**src/rtl/reg_file_mp.sv**
```systemverilog
// Multi-port register file: two registered read ports, byte-masked write, bulk load, clear.
// Reads return data one cycle after the request. Define REG_FILE_MP_BYPASS_EN for write-first collisions.
module reg_file_mp #(
   parameter int WIDTH = 16,
   parameter int DEPTH = 4
) (
   input  logic                     clock,
   input  logic                     reset_n,
   input  logic [$clog2(DEPTH)-1:0] r_a_raddr_in,
   input  logic                     r_a_ren_in,
   input  logic [$clog2(DEPTH)-1:0] r_b_raddr_in,
   input  logic                     r_b_ren_in,
   input  logic [$clog2(DEPTH)-1:0] w_addr_in,
   input  logic                     w_en_in,
   input  logic [WIDTH/8-1:0]       w_be_in,
   input  logic [WIDTH-1:0]         w_data_in,
   input  logic                     bulk_en_in,
   input  logic [DEPTH*WIDTH-1:0]   bulk_in,
   input  logic                     clear_in,
   output logic [WIDTH-1:0]         a_out,
   output logic                     a_valid_out,
   output logic [WIDTH-1:0]         b_out,
   output logic                     b_valid_out,
   output logic [7:0]               wr_count_out
);

   localparam int ADDR_W = $clog2(DEPTH);
   localparam int NBYTES = WIDTH / 8;
   localparam logic [ADDR_W:0] DEPTH_L = (ADDR_W + 1)'(DEPTH);

   logic [WIDTH-1:0] mem     [DEPTH];
   logic [WIDTH-1:0] mem_nxt [DEPTH];

   logic w_addr_ok;
   logic a_addr_ok;
   logic b_addr_ok;
   logic single_wr;
   logic wr_accepted;
   logic [WIDTH-1:0] a_rd_data;
   logic [WIDTH-1:0] b_rd_data;

   // Addresses at or beyond DEPTH only exist when DEPTH is not a power of two.
   assign w_addr_ok = ({1'b0, w_addr_in} < DEPTH_L);
   assign a_addr_ok = ({1'b0, r_a_raddr_in} < DEPTH_L);
   assign b_addr_ok = ({1'b0, r_b_raddr_in} < DEPTH_L);

   assign single_wr   = w_en_in && (|w_be_in) && w_addr_ok;
   assign wr_accepted = !clear_in && (bulk_en_in || single_wr);

   always_comb begin
      for (int i = 0; i < DEPTH; i++) begin
         mem_nxt[i] = mem[i];
         if (clear_in) begin
            mem_nxt[i] = '0;
         end else if (bulk_en_in) begin
            mem_nxt[i] = bulk_in[WIDTH*i +: WIDTH];
         end else if (single_wr && (w_addr_in == ADDR_W'(i))) begin
            for (int k = 0; k < NBYTES; k++) begin
               if (w_be_in[k]) begin
                  mem_nxt[i][8*k +: 8] = w_data_in[8*k +: 8];
               end
            end
         end
      end
   end

`ifdef REG_FILE_MP_BYPASS_EN
   // Write-first: a read colliding with any write sees the post-write contents.
   always_comb begin
      a_rd_data = '0;
      b_rd_data = '0;
      if (a_addr_ok) begin
         a_rd_data = mem_nxt[r_a_raddr_in];
      end
      if (b_addr_ok) begin
         b_rd_data = mem_nxt[r_b_raddr_in];
      end
   end
`else
   // Read-first: a read colliding with any write sees the pre-write contents.
   always_comb begin
      a_rd_data = '0;
      b_rd_data = '0;
      if (a_addr_ok) begin
         a_rd_data = mem[r_a_raddr_in];
      end
      if (b_addr_ok) begin
         b_rd_data = mem[r_b_raddr_in];
      end
   end
`endif

   always_ff @(posedge clock or negedge reset_n) begin
      if (!reset_n) begin
         for (int i = 0; i < DEPTH; i++) begin
            mem[i] <= '0;
         end
      end else begin
         for (int i = 0; i < DEPTH; i++) begin
            mem[i] <= mem_nxt[i];
         end
      end
   end

   always_ff @(posedge clock or negedge reset_n) begin
      if (!reset_n) begin
         a_out       <= '0;
         a_valid_out <= 1'b0;
         b_out       <= '0;
         b_valid_out <= 1'b0;
      end else begin
         a_valid_out <= r_a_ren_in;
         b_valid_out <= r_b_ren_in;
         if (r_a_ren_in) begin
            a_out <= a_rd_data;
         end
         if (r_b_ren_in) begin
            b_out <= b_rd_data;
         end
      end
   end

   always_ff @(posedge clock or negedge reset_n) begin
      if (!reset_n) begin
         wr_count_out <= '0;
      end else if (clear_in) begin
         wr_count_out <= '0;
      end else if (wr_accepted && (wr_count_out != 8'hFF)) begin
         wr_count_out <= wr_count_out + 8'd1;
      end
   end

endmodule

```
**config.mk**
```make
export PLATFORM = sky130hd
export DESIGN_NAME = reg_file_mp
export DESIGN_NICKNAME = d
export VERILOG_FILES = /design/src/rtl/reg_file_mp.sv
export SDC_FILE = /design/constraint.sdc
export NUM_CORES = 1
export LEC_CHECK = 0
export ABC_CLOCK_PERIOD_IN_PS = 2910
export BUFFER_PORTS_ARGS = -buffer_cell sky130_fd_sc_hd__buf_2
export CORE_ASPECT_RATIO = 1.2
export CORE_UTILIZATION = 42
export DETAILED_ROUTE_END_ITERATION = 10
export HOLD_SLACK_MARGIN = 0.02
export PLACE_DENSITY = 0.64
export SLEW_MARGIN = 15
export SYNTH_ARGS = -nofsm -noshare
export SYNTH_HDL_FRONTEND = slang
export SYNTH_SLANG_ARGS = --single-unit
```
**constraint.sdc**
```tcl
create_clock -name clock -period 2.91 [get_ports clock]
set_input_delay 0.1455 -clock clock [delete_from_list [all_inputs] [get_ports clock]]
set_output_delay 0.1455 -clock clock [all_outputs]
set_load 0.005 [all_outputs]
```
After elaboration in Yosys (flattened, before gate mapping)
Cells that the tools add are included.
{"block": "totals", "regBits": 106, "inputBits": 95, "out_inout_bits": 42, "elab_cells": 70}
{"block": "classes", "addsub": 1, "n_lt_le_gt_ge": 2, "eq_ne": 4, "n_mux": 22, "bitwise_logic": 2, "reduce_logical": 26}
{"op": "2-to-1 mux 16 bit", "n": 16}
{"op": "binary-select mux 16 bit (select 2 bit)", "n": 2}
{"op": "2-to-1 mux 8 bit", "n": 4}
{"op": "nonzero test 3 bit", "n": 6}
{"op": "AND reduction 2 bit", "n": 8}
{"op": "adder 8 x 1 -> 8 bit (second input constant)", "n": 1}
{"op": "inequality test 8 bit (second input constant)", "n": 1}
{"op": "logical AND 1 bit", "n": 7}
{"op": "greater-or-equal comparator 3 bit (second input constant)", "n": 2}
{"op": "NOT 2 -> 3 bit", "n": 2}
{"op": "== test 2 bit (second input constant)", "n": 2}
{"op": "== test 2 x 1 -> 1 bit (second input constant)", "n": 1}
{"op": "logical NOT 2 bit", "n": 1}
{"op": "nonzero test 2 bit", "n": 1}
{"op": "OR reduction 2 bit", "n": 1}
{"op": "logical NOT 1 bit", "n": 1}
{"op": "logical OR 1 bit", "n": 1}

Logic depth before layout (Yosys ltp)
Gate-level depths: netlist of the first run.
{"block": "logic_depth", "depth_word": 7, "mapped_depth": 6, "ltp_nobuf": 5}

Least setup slack after synthesis of the first run
No wires, ideal clock.
{"block": "synth_timing", "kind": "register -> register", "startpoint": "register wr_count_out[0]", "endpoint": "register wr_count_out[4]", "setup_time_ns": 0.078, "arrival_ns": 1.370, "required_ns": 2.832, "setup_slack_ns": 1.462, "stages_incl_launch_ff": 6, "path_buffers": 0, "synth_period_minus_slack_ns": 1.448, "path_cell_list": "dfrtp_1 ha_1 nand3_1 o22ai_2 or3_1 a21oi_1"}
{"block": "synth_between", "elab_chain_len": 3, "elab_cells_between_ends": 6, "cone_classes": "add/sub (1); eq/ne (1); mux (2); reduce/logical (2)"}
{"item": "from (decl)", "line_no": "24", "rtl": "output logic [7:0] wr_count_out"}
{"item": "from (signal assigned)", "line_no": "129", "rtl": "wr_count_out <= wr_count_out + 8'd1;"}
{"item": "adder 8 x 1 -> 8 bit / inequality test 8 bit (equally long branches)", "line_no": "129, 128"}
{"item": "2-to-1 mux 8 bit / logical AND 1 bit (equally long branches)", "line_no": "128", "rtl": "end else if (wr_accepted && (wr_count_out != 8'hFF)) begin"}
{"item": "2-to-1 mux 8 bit / nonzero test 2 bit (equally long branches)"}
Parallel ways exist; a longest one is shown, timed or not. The select of a mux whose other input is x is not followed.
A chain may end at the register's enable or synchronous reset.

Final worst setup path of the first run
Ends and elaborated chain as after synthesis.

==> impl_metrics.yaml, run 1 <==
run_status:
  status: "complete, no violations"
run:
  max_cap_violations: 0
clock_network:
  holdBufCountCts: 1
  cts_buffer_count: 9
  worstSkewPairLatency_ps: 340
  cts_num_sinks: 106
  cts.path.max_buffers: 2
  path_clk_slew_ps: 70
  cts-resized-gates: 0
  clk_root_buffer_cell: "sky130_fd_sc_hd__clkbuf_16"
  cts_tree: "done"
  clock_tree.htree_level_count: 3
  post_cts_buffers: 0
pwr:
  power_leakage_uw: 0.00325
  max-vdd-ir-drop_mv: 0.348
  power_density_over_the_cells_nw_per_um2: 526
layout:
  final_cell_count_without_fillers: 745
  finish.net_count: 672
  fraction_of_the_core_area_covered_by_cells_at_the_end_of_the_flow_pct: 51.9
  insertedDiodeCount: 0
  layout-drive-gt1-share_pct: 47.8
  flow.area_growth_from_synthesis_pct: 18.9
logic_synthesis:
  synth_area_um2: 5580
  ys_seq_area_share_pct: 47.5
  synth_ff_type: "sky130_fd_sc_hd__dfrtp_1"
  synth_area_per_cell_um2: 12.3
  number_of_enable_flip_flop_cells_after_synthesis: 0
  postSynth.asyncResetShare_pct: 100
  syn_inst: 455
  synth_nets: 551
  synth.yosys.warnings: 0
  number_of_register_bits_inferred_by_synthesis: 106
  synth.lib_cells_used.distinct: 32
floorplanning:
  start_util_pct: 43.7
  fp-row-count: 45
  core_um2: 12800
  die_extent_in_y_um: 128
  boundaryPins: 137
  die_w_um: 107
  fp.dieArea_um2: 13800
global_route:
  antenna_found_initial: 0
  grt_util_all_layers_pct: 21.3
  pin_count_of_the_biggest_net_entering_global_routing: 73
  grt-ovfl-total: 0
  gr-usage-met2_pct: 36.5
  groute.layer.met1.usage_pct: 27.1
  global_route.usage.met3_pct: 3.61
  globalRoute.busiestLayer: "met2"
  grt_pass1_vias: 4228
  grt_first_pass_wirelength_um: 22000
timing:
  pin_slew_with_the_least_headroom_to_its_limit_ps: 729
  timing.slew.headroom_pct: 51.4
  finalSetupViolations: 0
  rsz0062_at_grt: "false"
  maxClockFrequency_ghz: 0.643
  min_period_ps: 1550
  slew_viol_final: 0
  final.setup.tns_ps: 0
  timing.clock.skew_ps: 5.81
  final_min_period_over_clock_period_pct: 53.4
  hold_viol_final: 0
place:
  port-buffer-count: 136
  gp_congestion: 0.809
  place_inst: 728
  hpwl_um: 9770
worst_setup_path:
  critical_path.endpoint_type: "flip-flop"
  worst_path_largest_cell_delay_ps: 410
  crit_fanout: 4
  critPathKind: "flip-flop to flip-flop"
  crit_path_cell_trace: "ha_1 -> nand3_1 -> o22ai_2 -> or3_1 -> a21oi_1"
  worstPathRequired_ps: 3170
  worst_setup_path_start_kind: "flip-flop"
  startpoint_of_the_most_critical_register_to_register_path: "wr_count_out[0]"
  worst_ep_arrival_time_ps: 1820
  critical_path.slowest_cell: "sky130_fd_sc_hd__dfrtp_1"
  critPathLaunch: "wr_count_out[0]"
hold_path:
  worst_hold_path_type: "input pin to flip-flop"
  hp-start: "r_b_ren_in"
detailed_routing:
  routed-via-count: 4055
  routedWlPerCell_um: 18.4
  drt.antenna.violating_nets: 0
  drc: 0
  vias_per_cell: 5.44
  detail_route.iter0.violations: 129
  finalWirelength_um: 13700
  drtPass1Iterations: 5
==> routing by layer <==
layer	part of all wire [%]	up-vias	routed length, µm
met5	0	-	0
met4	2.3	0	318
met3	4.1	23	558
met2	51	97	6990
met1	43	2018	5820
li1	-	1917	-
==> sequential cells by signal (all words and copies together), names as in the netlist <==
register	count
a_out	16
a_valid_out	1
b_out	16
b_valid_out	1
mem	64
wr_count_out	8
==> cells by family after synthesis <==
kind of cell | Yosys count | share of synthesized area (%)
AO/OA/AOI/OAI | 100 | 11.5
multiplexers | 113 | 29.2
adder cells (fa/ha/maj) | 1 | 0.224
XOR/XNOR | 3 | 0.471
AND/OR/NAND/NOR | 100 | 8.00
buffers and inverters | 32 | 3.03
flip-flops | 106 | 47.5
==> power breakdown <==
| group | internal (µW) | switching [µW] |
|---|---|---|
| registers | 1620 | 102 |
| logic | 338 | 284 |
| clock network | 609 | 543 |
| total | 2570 | 928 |
==> final timing paths <==
kind | cells past startpoint | to | slack (ps)
max in group asynchronous | 3 | mem[42] | 1690
min reg2reg | 1 | a_out[0] | 500
max | 5 | wr_count_out[4] | 1360
min in group asynchronous | 2 | wr_count_out[0] | 350
max reg2reg | 5 | wr_count_out[4] | 1360
min | 1 | b_valid_out | 180
==> cell usage in the layout, fill, tap and decap left out, types with 2 or more instances in the layout <==
cell type,netlist,final
sky130_fd_sc_hd__buf_4,0,4
sky130_fd_sc_hd__mux4_2,32,32
sky130_fd_sc_hd__mux2_2,80,80
sky130_fd_sc_hd__nor2_1,4,4
sky130_fd_sc_hd__and3_1,2,2
sky130_fd_sc_hd__a21o_1,16,16
sky130_fd_sc_hd__a21oi_1,51,51
sky130_fd_sc_hd__clkbuf_16,0,9
sky130_fd_sc_hd__a211oi_1,17,17
sky130_fd_sc_hd__nand2b_1,18,18
sky130_fd_sc_hd__buf_2,13,135
sky130_fd_sc_hd__o31a_2,2,2
sky130_fd_sc_hd__o21ai_0,3,3
sky130_fd_sc_hd__nand3_1,2,2
sky130_fd_sc_hd__o21ai_2,6,6
sky130_fd_sc_hd__clkinv_4,0,2
sky130_fd_sc_hd__dfrtp_1,106,106
sky130_fd_sc_hd__or3_1,3,3
sky130_fd_sc_hd__xor2_1,3,3
sky130_fd_sc_hd__nand2_1,68,68
==> synth_stat cells, types with 2 or more instances <==
| master | number | area (µm²) |
|---|---|---|
| sky130_fd_sc_hd__a211oi_1 | 17 | 128 |
| sky130_fd_sc_hd__a21o_1 | 16 | 120 |
| sky130_fd_sc_hd__a21oi_1 | 51 | 255 |
| sky130_fd_sc_hd__and3_1 | 2 | 12.5 |
| sky130_fd_sc_hd__buf_1 | 2 | 7.51 |
| sky130_fd_sc_hd__buf_2 | 13 | 65.1 |
| sky130_fd_sc_hd__buf_6 | 4 | 45.0 |
| sky130_fd_sc_hd__clkbuf_1 | 10 | 37.5 |
| sky130_fd_sc_hd__clkbuf_2 | 2 | 10.0 |
| sky130_fd_sc_hd__dfrtp_1 | 106 | 2650 |
| sky130_fd_sc_hd__mux2_2 | 80 | 901 |
| sky130_fd_sc_hd__mux4_2 | 32 | 721 |
| sky130_fd_sc_hd__nand2_1 | 68 | 255 |
| sky130_fd_sc_hd__nand2b_1 | 18 | 113 |
| sky130_fd_sc_hd__nand3_1 | 2 | 10.0 |
| sky130_fd_sc_hd__nor2_1 | 4 | 15.0 |
| sky130_fd_sc_hd__o21ai_0 | 3 | 15.0 |
| sky130_fd_sc_hd__o21ai_2 | 6 | 52.6 |
| sky130_fd_sc_hd__o31a_2 | 2 | 20.0 |
| sky130_fd_sc_hd__or3_1 | 3 | 18.8 |
| sky130_fd_sc_hd__xor2_1 | 3 | 26.3 |
==> per-stage QoR <==
step,power [µW],worst slack [ps],area [µm²],hold slack (ps)
after global routing,3650,1230,6640,183
after global placement,2350,1240,6350,181
final,3500,1360,6640,178
after detailed placement,2380,1220,6350,194
after floorplan,2110,1460,5580,-150
after CTS,3530,1350,6640,182
==> worst max-delay path, delay by kind of cell (launching register included) <==
kind / cells / cell delay, ps
compound gates: 2 / 260
flops: 1 / 410
simple gates: 2 / 540
fa+ha+maj: 1 / 260
==> cell type report <==
| type | count | area, µm² |
|---|---|---|
| clock inverters | 5 | 38.8 |
| inverters | 1 | 3.75 |
| fillers | 1133 | 6140 |
| well taps | 164 | 205 |
| multi-input cells | 317 | 2760 |
| clock buffers | 11 | 243 |
| repair buffers | 141 | 736 |
| flip-flops and latches | 106 | 2650 |
(Power assumes the default switching activity.)
==> inputs of run 2 (changes only) <==
Settings changed: ABC_CLOCK_PERIOD_IN_PS 2910 to 1450.
Clock period 2.91 ns to 1.45 ns, I/O delays scaled along.
==> run 2 against run 1 <==
  * Clock power rose by 100%
  * Hold slack got worse by 69 ps
  * Combinational power rose by 120%
  * Worst setup slack got worse by 1300 ps
  * Non-clock buffer count rose by 20
  * Die area did not move
  * Global-route usage rose by 0.61 points
  * Power rose by 100%
  * Critical path depth did not move
  * Sequential share of layout area fell by 1.5 points
  * Critical endpoint is now wr_count_out[7]
  * Largest cell class unchanged
==> impl_metrics.yaml, run 2 (synthesis gave the netlist of run 1 again) <==
place:
  hpwl_um: 10100
  port-buffer-count: 136
  detailed_place.area_um2: 6570
  gp_congestion: 0.828
layout:
  num-fill-cells: 1135
  flow.area_growth_from_synthesis_pct: 23.5
  reg_top3: "mem x64, a_out x16, b_out x16"
  area_taken_by_multi_input_logic_gates_um2: 2770
  largest_register_ffs: 64
  insertedDiodeCount: 0
  most_used_cells_in_the_layout_excluding_fill_and_tap_cells: "sky130_fd_sc_hd__buf_2 (135), sky130_fd_sc_hd__dfrtp_1 (106), sky130_fd_sc_hd__mux2_2 (80)"
  final_common_cell: "sky130_fd_sc_hd__buf_2"
  seqCellArea_um2: 2650
  layout-drive-gt1-share_pct: 50.0
  register_with_the_most_flip_flops: "mem"
  finish.net_count: 692
  post-route-cell-area_um2: 6890
worst_setup_path:
  worst_ep_arrival_time_ps: 1640
  critPathLaunch: "wr_count_out[0]"
  crit_fanout: 3
  worst_setup_path_start_kind: "flip-flop"
  startpoint_of_the_most_critical_register_to_register_path: "wr_count_out[0]"
  worstPathRequired_ps: 1720
  r2r.worst_path.cells: 5
  critical_path.endpoint_type: "flip-flop"
  critPathKind: "flip-flop to flip-flop"
clock_network:
  cts_buffer_count: 9
  clk_root_buffer_cell: "sky130_fd_sc_hd__clkbuf_16"
  path_clk_slew_ps: 70
  clock_tree.htree_level_count: 3
  cts_tree: "done"
  cts.path.max_buffers: 2
  cts_num_sinks: 106
  worstSkewPairLatency_ps: 350
detailed_routing:
  drc: 0
  drt.antenna.violating_nets: 0
  routed-via-count: 4255
  vias_per_cell: 5.57
  drtPass1Iterations: 4
  routedWlPerCell_um: 18.7
  finalWirelength_um: 14300
  detail_route.iter0.violations: 198
global_route:
  grt-ovfl-total: 0
  grt_first_pass_wirelength_um: 22400
  grt_pass1_vias: 4332
  pin_count_of_the_biggest_net_entering_global_routing: 73
  grt_util_all_layers_pct: 22.0
  antenna_found_initial: 0
floorplanning:
  fp.dieArea_um2: 13800
  core_um2: 12800
  die_w_um: 107
  start_util_pct: 43.7
  boundaryPins: 137
  fp-row-count: 45
  die_extent_in_y_um: 128
pwr:
  max-vdd-ir-drop_mv: 0.585
  power_density_over_the_cells_nw_per_um2: 1030
  power_leakage_uw: 0.00337
  power_uw: 7090
hold_path:
  worst_hold_path_type: "input pin to flip-flop"
  worst_hold_path.num_cells: 1
  hp-start: "r_a_ren_in"
timing:
  slew_viol_final: 0
  maxClockFrequency_ghz: 0.730
  final.setup.tns_ps: 0
  rsz0062_at_grt: "false"
  timing.clock.skew_ps: 9.17
  finalSetupViolations: 0
  min_period_ps: 1370
  pin_slew_with_the_least_headroom_to_its_limit_ps: 554
  timing.slew.headroom_pct: 63.1
  hold_viol_final: 0
  final_min_period_over_clock_period_pct: 94.4
  fin_hold_ws_ps: 109
run_status:
  status: "complete, no violations"
run:
  max_cap_violations: 0
==> run 2: cell types whose count changed in the layout (fill, tap and decap cells not counted), sizes merged <==
cell and delta:
buf +20, clkbuf -1, clkinv -2, clkinvlp +2
==> run 2: worst paths after layout <==
check	endpoint	slack (ps)
min reg2reg	b_out[5]	500
max in group asynchronous	mem[41]	700
max reg2reg	wr_count_out[7]	80
min	a_valid_out	110
min in group asynchronous	wr_count_out[1]	210
max	wr_count_out[7]	80
==> run 2: routing by layer <==
layer	routed length [µm]	global-route usage [%]
met5	0	0
met4	292	8.94
met3	561	2.34
met2	7710	40.0
met1	5700	26.3
==> run 2: repair_timing <==
action,4_1_cts,5_1_grt
hold buffers,1,0
setup endpoints to repair,0,5
gates resized for setup,0,3
buffers inserted,0,4
endpoints found under the hold margin,26,0
==> run 2: layout make-up <==
class / instances / area share (%)
clock inverters: 5 / 0.581
well taps: 164 / 2.98
repair buffers: 161 / 14.3
inverters: 1 / 0.0544
clock buffers: 10 / 3.47
flip-flops and latches: 106 / 38.5
multi-input cells: 317 / 40.1
==> run 2: report_power, final <==
group	internal [µW]	total, µW	switching, µW	leakage, µW
clock	1210	2310	1100	0.000127
sequential	3250	3440	193	0.00139
combinational	740	1340	597	0.00186
==> run 2: critical path, cell delays in order, from the launching register on <==
cell	delay (ps)
sky130_fd_sc_hd__dfrtp_1	390
sky130_fd_sc_hd__ha_2	200
sky130_fd_sc_hd__nand3_2	110
sky130_fd_sc_hd__o221ai_2	120
sky130_fd_sc_hd__or3_1	330
sky130_fd_sc_hd__a21oi_1	160
==> run 2: stage by stage <==
| step | setup slack, ps | instances | util [%] |
|---|---|---|---|
| floorplan | 2.05 | 455 | - |
| global placement | 89.5 | 744 | 51.4 |
| detailed placement | 32.1 | 744 | 51.4 |
| CTS | 14.9 | 760 | 53.6 |
| global route | 0.929 | 764 | 53.9 |
| finish | 80.7 | 764 | 53.9 |
